[src/rtl/pwm_fade.sv]
// Triangular "breathing" duty generator for the PWM stage: ramps up, dwells, ramps down, dwells.
// Latency: a prescaler tick in cycle N is visible on duty/phase/strobes in cycle N+1.
// Backpressure: none; en=0 freezes every register, and a pending strobe still drops after one cycle.
// Build option PWM_FADE_GAMMA_EN: duty is the upper R bits of level_next squared (perceptual curve).
module pwm_fade #(
    parameter int R       = 10,
    parameter int PRESC_W = 20
) (
    input  logic               clk,
    input  logic               reset,
    input  logic               en,
    input  logic [R-1:0]       step,
    input  logic [PRESC_W-1:0] tick_div,
    input  logic [7:0]         hold,
    output logic [R-1:0]       duty,
    output logic [1:0]         phase,
    output logic               top_pulse,
    output logic               bot_pulse
);

    typedef enum logic [1:0] {
        UP      = 2'd0,
        HOLD_HI = 2'd1,
        DOWN    = 2'd2,
        HOLD_LO = 2'd3
    } state_t;

    localparam logic [R-1:0]       MAX   = '1;
    localparam logic [R-1:0]       L_ONE = 1;
    localparam logic [PRESC_W-1:0] P_ONE = 1;
    localparam logic [7:0]         H_ONE = 1;

    state_t             state;
    logic [R-1:0]       level;
    logic [7:0]         hcnt;
    logic [PRESC_W-1:0] pcnt;
    logic               tick;
    logic [R-1:0]       seff;
    logic               at_top;
    logic               at_bot;
    logic [R-1:0]       level_next;
    logic [R-1:0]       duty_d;

    // ">=" rather than "==" so lowering tick_div below pcnt fires immediately instead of wrapping
    assign tick   = en && (pcnt >= tick_div);
    assign seff   = (step == '0) ? L_ONE : step;
    // Headroom compares: MAX-level and level never underflow, so no wider arithmetic is needed
    assign at_top = (seff >= (MAX - level));
    assign at_bot = (level <= seff);
    assign phase  = state;

    // Prescaler: free-running update-rate divider, frozen while en is low
    always_ff @(posedge clk) begin
        if (reset) begin
            pcnt <= '0;
        end else if (en) begin
            if (tick) begin
                pcnt <= '0;
            end else begin
                pcnt <= pcnt + P_ONE;
            end
        end
    end

    // Next level, saturating at both ends; also feeds the duty register so duty tracks level
    always_comb begin
        level_next = level;
        if (tick) begin
            case (state)
                UP:      level_next = at_top ? MAX : (level + seff);
                DOWN:    level_next = at_bot ? '0 : (level - seff);
                default: level_next = level;
            endcase
        end
    end

`ifdef PWM_FADE_GAMMA_EN
    logic [2*R-1:0] level_sq;
    assign level_sq = {{R{1'b0}}, level_next} * {{R{1'b0}}, level_next};
    assign duty_d   = level_sq[2*R-1:R];
`else
    assign duty_d   = level_next;
`endif

    // Ramp/dwell state machine with single-cycle strobes on entering each hold
    always_ff @(posedge clk) begin
        if (reset) begin
            state     <= HOLD_LO;
            level     <= '0;
            hcnt      <= '0;
            top_pulse <= 1'b0;
            bot_pulse <= 1'b0;
        end else begin
            top_pulse <= 1'b0;
            bot_pulse <= 1'b0;
            level     <= level_next;
            if (tick) begin
                case (state)
                    UP: begin
                        if (at_top) begin
                            state     <= HOLD_HI;
                            hcnt      <= '0;
                            top_pulse <= 1'b1;
                        end
                    end
                    HOLD_HI: begin
                        if (hcnt == hold) begin
                            state <= DOWN;
                        end else begin
                            hcnt <= hcnt + H_ONE;
                        end
                    end
                    DOWN: begin
                        if (at_bot) begin
                            state     <= HOLD_LO;
                            hcnt      <= '0;
                            bot_pulse <= 1'b1;
                        end
                    end
                    default: begin
                        if (hcnt == hold) begin
                            state <= UP;
                        end else begin
                            hcnt <= hcnt + H_ONE;
                        end
                    end
                endcase
            end
        end
    end

    // Duty output register, loaded on the same edge as level
    always_ff @(posedge clk) begin
        if (reset) begin
            duty <= '0;
        end else begin
            duty <= duty_d;
        end
    end

endmodule

[config.mk]
export PLATFORM = sky130hd
export DESIGN_NAME = pwm_fade
export DESIGN_NICKNAME = d
export VERILOG_FILES = /design/src/rtl/pwm_fade.sv
export SDC_FILE = /design/constraint.sdc
export NUM_CORES = 1
export LEC_CHECK = 0
export BUFFER_PORTS_ARGS = -buffer_cell sky130_fd_sc_hd__buf_2
export CORE_ASPECT_RATIO = 1.5
export CORE_UTILIZATION = 45
export DETAILED_ROUTE_END_ITERATION = 8
export HOLD_SLACK_MARGIN = 0.08
export PLACE_DENSITY = 0.7
export SLEW_MARGIN = 20
export SYNTH_ARGS = -nofsm -noshare
export SYNTH_HDL_FRONTEND = slang
export SYNTH_SLANG_ARGS = --single-unit
[constraint.sdc]
create_clock -name clk -period 4.1 [get_ports clk]
set_clock_uncertainty 0.1 [all_clocks]
set_input_delay 0.82 -clock clk [delete_from_list [all_inputs] [get_ports clk]]
set_output_delay 0.82 -clock clk [all_outputs]
set_load 0.05 [all_outputs]
==> impl_metrics.toml, run 1 <==
[cts]
cts_hold_buf = 0
cts_tree = "done"
cts_max_path_buffers = 2
cts_setup_buffers = 0
htree_num_levels = 2
clk_pin_slew_ns = 0.06
cts_sinks = 42
cts_buffers = 5
post_cts_resize_count = 0
root_buffer = "clkbuf_16"
clock_latency_ns = 0.28

[worst_setup_path]
crit_required_ns = 4.15
crit_end = "duty[6]"
criticalPathCategory = "input port to flip-flop"
crit_fanout = 4
crit_path_cell_trace = "buf_2, nor3_1, a41o_1, ha_1, inv_1, fa_1, o21bai_1, a21oi_1, o21bai_1, nor2b_1, nor3_1, o32ai_1, a221oi_1"
crit_arrival_ns = 3.45
cp_slowest_cell = "fa_1"
r2r_cells = 8
r2r_end = "duty[0]"
crit_path_start_kind = "input port"
cp-end-kind = "flip-flop"
reg2reg_slack_ns = 1.15
r2r-start = "pcnt[17]"
crit_start = "step[1]"
slowest_delay_ns = 0.41

[floorplanning]
die_area_um2 = 8400
rows = 39
start_util_pct = 46.9
die_w_um = 75.2
core_um2 = 7710
fp.dieH_um = 112
ios = 55

[global_routing]
grt_use_met3_pct = 2.99
grt_pass1_vias = 3253
grt-busiest-layer = "met2"
grt_usage_pct = 21.5
use_met1_pct = 23.3
grt_pass1_wl_um = 14300
grt_max_degree = 22
antenna_found_initial = 0
grt_overflow_total = 0
grt_use_met2_pct = 39.5

[routing]
ant_nets = 0
route.detailed.drc = 0
via_per_inst = 5.70
drt_pre_antenna_iters = 5
vias = 3511
wirelength_um = 8790
wl_per_cell_um = 14.3
drtIter0Drc = 161

[synthesis]
yosys_warnings = 0
synth_seq_cells = 42
syn-num-nets = 563
synth_edf_count = 0
synthArstFlopShare_pct = 0
ys_types = 55
syn_area_um2 = 3610
yosysSeqAreaShare_pct = 23.3
synthFlopType = "dfxtp_1"
syn_inst = 472
synth_area_per_cell_um2 = 7.65

[power_and_ir_drop]
p_leak_nw = 1.94
ir_drop_uv = 142
powerDensity_nw_per_um2 = 224

[layout]
num-fill-cells = 789
layout-drive-gt1-share_pct = 15.0
finalNonFillerCells = 616
area_growth_pct = 13.7
layout_common_cells = "buf_2, inv_1, ha_1"
nets = 604
layout_commonest_cell = "buf_2"
diodes = 0

[place]
port_buffers = 54
post-dp-hpwl_um = 6840
dp.cells = 608
routabilityCongestion = 0.879

[timing]
hold_viol = 0
setup-violations-final = 0
max_freq_ghz = 0.294
period_minus_slack_ns = 3.41
fin_crit_sh_pct = 83.1
rsz0062_at_grt = "false"
slew_headroom_pct = 48.3
slew_violations = 0
max_slew.worst_pin.slew_ns = 0.767
setup-tns-final_ns = 0

[worst_hold_path]
hp-class = "flip-flop to flip-flop"
hold_depth = 2

[run]
max_cap_violations = 0

[status]
outcome = "completed"
-- synthesized netlist by cell type (3+ instances only) --
master / number / area, um^2
o41ai_1: 5 / 43.8
nor4_1: 6 / 37.5
o311ai_0: 6 / 52.6
buf_2: 4 / 20.0
o21a_1: 4 / 30.0
inv_1: 52 / 195
o32ai_1: 4 / 35.0
nand3_1: 16 / 80.1
nor2_1: 42 / 158
and3_1: 8 / 50.1
clkbuf_1: 22 / 82.6
o31ai_1: 7 / 52.6
o21bai_1: 5 / 37.5
a21oi_1: 34 / 170
a21o_1: 7 / 52.6
nor3_1: 16 / 80.1
dfxtp_1: 42 / 841
ha_1: 48 / 601
nor2b_1: 6 / 37.5
xor2_1: 21 / 184
a221oi_1: 8 / 70.1
nand4_1: 7 / 43.8
a31oi_1: 4 / 25.0
nand2_1: 37 / 139
mux2i_1: 3 / 30.0
or4_1: 3 / 22.5
o21ai_0: 14 / 70.1
xnor2_1: 6 / 52.6
-- cells by family after synthesis --
kind of cell / after synthesis / synth area share (%)
compound gates: 113 / 21.6
xor+xnor: 27 / 6.55
fa+ha+maj: 50 / 17.7
buf+inv: 80 / 8.66
flops: 42 / 23.3
mux: 3 / 0.831
simple gates: 157 / 21.3
-- per-layer routing --
metal	routed length, um	vias up
li1	-	1744
met1	3570	1651
met2	4660	101
met3	359	15
met4	194	0
met5	0	-
-- layout make-up --
cell class                 count  area (um^2)  share of cell area [%]
clock buffer                   6          139                    3.38
clock inverter                 2         12.5                   0.305
tap                          102          128                    3.11
timing repair buffer          61          323                    7.86
multi-input combinational    350         2460                    60.0
inverter                      53          199                    4.84
sequential                    42          841                    20.5
-- through the flow --
| stage | setup slack, ns | power, W | util (%) | hold slack [ns] | instance area, um^2 |
|---|---|---|---|---|---|
| detailed placement | 0.434 | 0.000523 | 51.3 | 0.415 | 3960 |
| floorplan | 0.645 | 0.000488 | - | 0.383 | 3610 |
| global placement | 0.522 | 0.000520 | 51.3 | 0.401 | 3960 |
| CTS | 0.721 | 0.000931 | 53.3 | 0.424 | 4110 |
| global route | 0.482 | 0.000954 | 53.3 | 0.446 | 4110 |
| finish | 0.695 | 0.000921 | 53.3 | 0.420 | 4110 |
-- critical path: cells and delay by family --
kind	cells	cell delay, ns
AO/OA/AOI/OAI	6	1.26
adder cells (fa/ha/maj)	2	0.61
buffers and inverters	2	0.19
AND/OR/NAND/NOR	3	0.55
-- worst min-delay path by stage --
stage | from | endpoint | slack [ns]
finish | duty[9] | duty[9] | 0.42
global route | duty[6] | duty[6] | 0.45
CTS | duty[6] | duty[6] | 0.42
detailed placement | duty[9] | duty[9] | 0.41
global placement | duty[4] | duty[4] | 0.40
floorplan | pcnt[19] | pcnt[19] | 0.38
-- registers in the layout, summed over array words and instances, names as in the netlist --
name       count
hcnt           8
bot_pulse      1
duty          10
top_pulse      1
pcnt          20
phase          2
-- where the power goes --
part           switching [W]  internal (W)  total [W]  leakage, nW
clock network       0.000166      0.000241   0.000407       0.0729
logic              0.0000570     0.0000441   0.000101         1.52
registers         0.00000245      0.000410   0.000413        0.339
Note: power is estimated with default switching activity, not from simulation.
==> inputs of run 2 (changes only) <==
- ABC_AREA: default -> 1
- PLACE_DENSITY: 0.7 -> 0.71
- clock period: 4.1 -> 3.1 ns (I/O delays scaled with it)
==> run 2 against run 1 <==
Effect of this change:
- die area grew 12%
- non-clock buffer count grew 7
- sequential cell count is the same
- count of clock-buffer cells in the layout shrank 1
- final cell count grew 31%
- core utilization shrank 0.64 points
- sequential power grew 31%
==> impl_metrics.toml, run 2 <==
[cts]
cts_buffers = 5
cts_sinks = 42
htree_num_levels = 2
clock_latency_ns = 0.30
cts_tree = "done"
clk_pin_slew_ns = 0.07
cts_setup_buffers = 0
cts_max_path_buffers = 2
root_buffer = "clkbuf_16"

[floorplanning]
start_util_pct = 46.1
die_w_um = 79.4
fp.dieH_um = 118
rows = 42
core_um2 = 8780
ios = 55
die_area_um2 = 9380

[routing]
vias = 4094
route.detailed.drc = 0
wirelength_um = 10100
drt_pre_antenna_iters = 4
wl_per_cell_um = 12.5
via_per_inst = 5.09
ant_nets = 0
drtIter0Drc = 165

[status]
outcome = "completed"

[run]
max_cap_violations = 0

[worst_setup_path]
critPathTopFamily = "adder cells"
path_buf_inv = 4
crit_required_ns = 3.23
crit_start = "step[7]"
crit_fanout = 4
cp-end-kind = "flip-flop"
critPathMostFrequentCell = "nor2_1"
slowest_delay_ns = 0.45
crit_path_cell_trace = "buf_2, nor4_2, buf_4, a41oi_1, inv_1, ha_1, fa_1, nand3b_1, nand3_2, nand3_4, buf_12, o21ai_0, nor2_1, nor2_1"
cp_slowest_cell = "fa_1"
criticalPathCategory = "input port to flip-flop"
reg2reg_slack_ns = 0.73
cp.depth = 14
r2r_cells = 12
r2r-start = "pcnt[7]"
crit_path_start_kind = "input port"
crit_arrival_ns = 2.91
crit_end = "duty[6]"
r2r_end = "duty[6]"

[layout]
largest_reg_flops = 20
layout_common_cells = "nand2_1, inv_1, nor2_1"
reg_top3 = "pcnt (20), duty (10), hcnt (8)"
num-fill-cells = 910
multi_input_area_um2 = 2680
nets = 784
layout_commonest_cell = "nand2_1"
regMostFlops = "pcnt"
layout-drive-gt1-share_pct = 16.1
regArea_um2 = 841
diodes = 0
finalNonFillerCells = 804
area_growth_pct = 14.1

[timing]
fin_crit_sh_pct = 89.5
slew_headroom_pct = 60.0
hold_slack_ns = 0.404
period_minus_slack_ns = 2.77
hold_viol = 0
rsz0062_at_grt = "false"
setup-violations-final = 0
max_freq_ghz = 0.360
max_slew.worst_pin.slew_ns = 0.598
slew_violations = 0

[synthesis]
synthArstFlopShare_pct = 0
synth_most_common_cell = "nand2_1"
ys_types = 39
synth_top_cell_by_area = "dfxtp_1"
syn-num-nets = 728
syn_inst = 637
synth_seq_cells = 42
syn_area_um2 = 4050
yosys_warnings = 0
synth_area_per_cell_um2 = 6.35
yosysSeqAreaShare_pct = 20.8
netlist.area_leader.share_pct = 20.8
synthFlopType = "dfxtp_1"
synth_edf_count = 0
synth_common_cells = "nand2_1, inv_1, nor2_1"
synthTopCellsByArea = "dfxtp_1, ha_1, nand2_1, inv_1, nor2_1"

[place]
post-dp-hpwl_um = 8000
dp.cells = 796
port_buffers = 54
routabilityCongestion = 0.927

[global_routing]
grt_pass1_wl_um = 17100
grt_max_degree = 25
grt_overflow_total = 0
grt_usage_pct = 22.9
grt_pass1_vias = 3957
antenna_found_initial = 0

[worst_hold_path]
hp-class = "flip-flop to flip-flop"

[power_and_ir_drop]
p_leak_nw = 2.44
powerDensity_nw_per_um2 = 276
ir_drop_uv = 226
==> run 2: layer usage <==
metal	wire length (um)	GRT usage [%]	up-vias
li1	-	-	2108
met1	3960	24.7	1876
met2	5380	42.8	91
met3	373	2.86	19
met4	330	10.2	0
met5	0	0	-
==> run 2: how the worst min path moves through the flow <==
| stage | startpoint | to | slack, ns | cells after the start |
|---|---|---|---|---|
| global route | pcnt[17] | pcnt[17] | 0.41 | 1 |
| detailed placement | pcnt[17] | pcnt[17] | 0.39 | 1 |
| finish | pcnt[17] | pcnt[17] | 0.40 | 1 |
| global placement | pcnt[17] | pcnt[17] | 0.38 | 1 |
| floorplan | pcnt[17] | pcnt[17] | 0.35 | 1 |
| CTS | pcnt[17] | pcnt[17] | 0.40 | 1 |
==> run 2: what timing repair did <==
item | in CTS | in global routing
resized for setup | 0 | 2
hold endpoints to repair | 0 | 0
setup endpoints to repair | 0 | 2
hold buffers | 0 | 0
==> run 2: cells by family (layout without fill, tap and decap cells) <==
logic type      count (synthesis)  in the layout  synth area share (%)
buf+inv                       130            187                  13.1
xor+xnor                       19             19                  4.11
fa+ha+maj                      50             50                  15.8
flops                          42             42                  20.8
compound gates                 81             81                  11.3
simple gates                  315            315                  34.9
==> run 2: stage by stage <==
stage	TNS [ns]	area, um^2	power, W	worst slack, ns	utilization [%]
floorplan	0	4050	0.000664	0.455	-
global placement	0	4460	0.000714	0.102	50.8
detailed placement	-0.284	4460	0.000718	-0.0687	50.8
CTS	0	4610	0.00128	0.232	52.6
global route	0	4620	0.00133	0.0648	52.6
finish	0	4620	0.00128	0.326	52.6
==> run 2: cell type report <==
class	count	area share, %
timing repair buffer	68	8.40
clock inverter	3	0.623
clock buffer	5	2.71
tap	110	2.98
inverter	111	9.02
sequential	42	18.2
multi-input combinational	465	58.1
==> run 2: where the power goes <==
part,internal (W),switching [W]
Clock,0.000309,0.000260
Sequential,0.000541,0.00000221
Combinational,0.0000652,0.0000976
Total,0.000916,0.000360
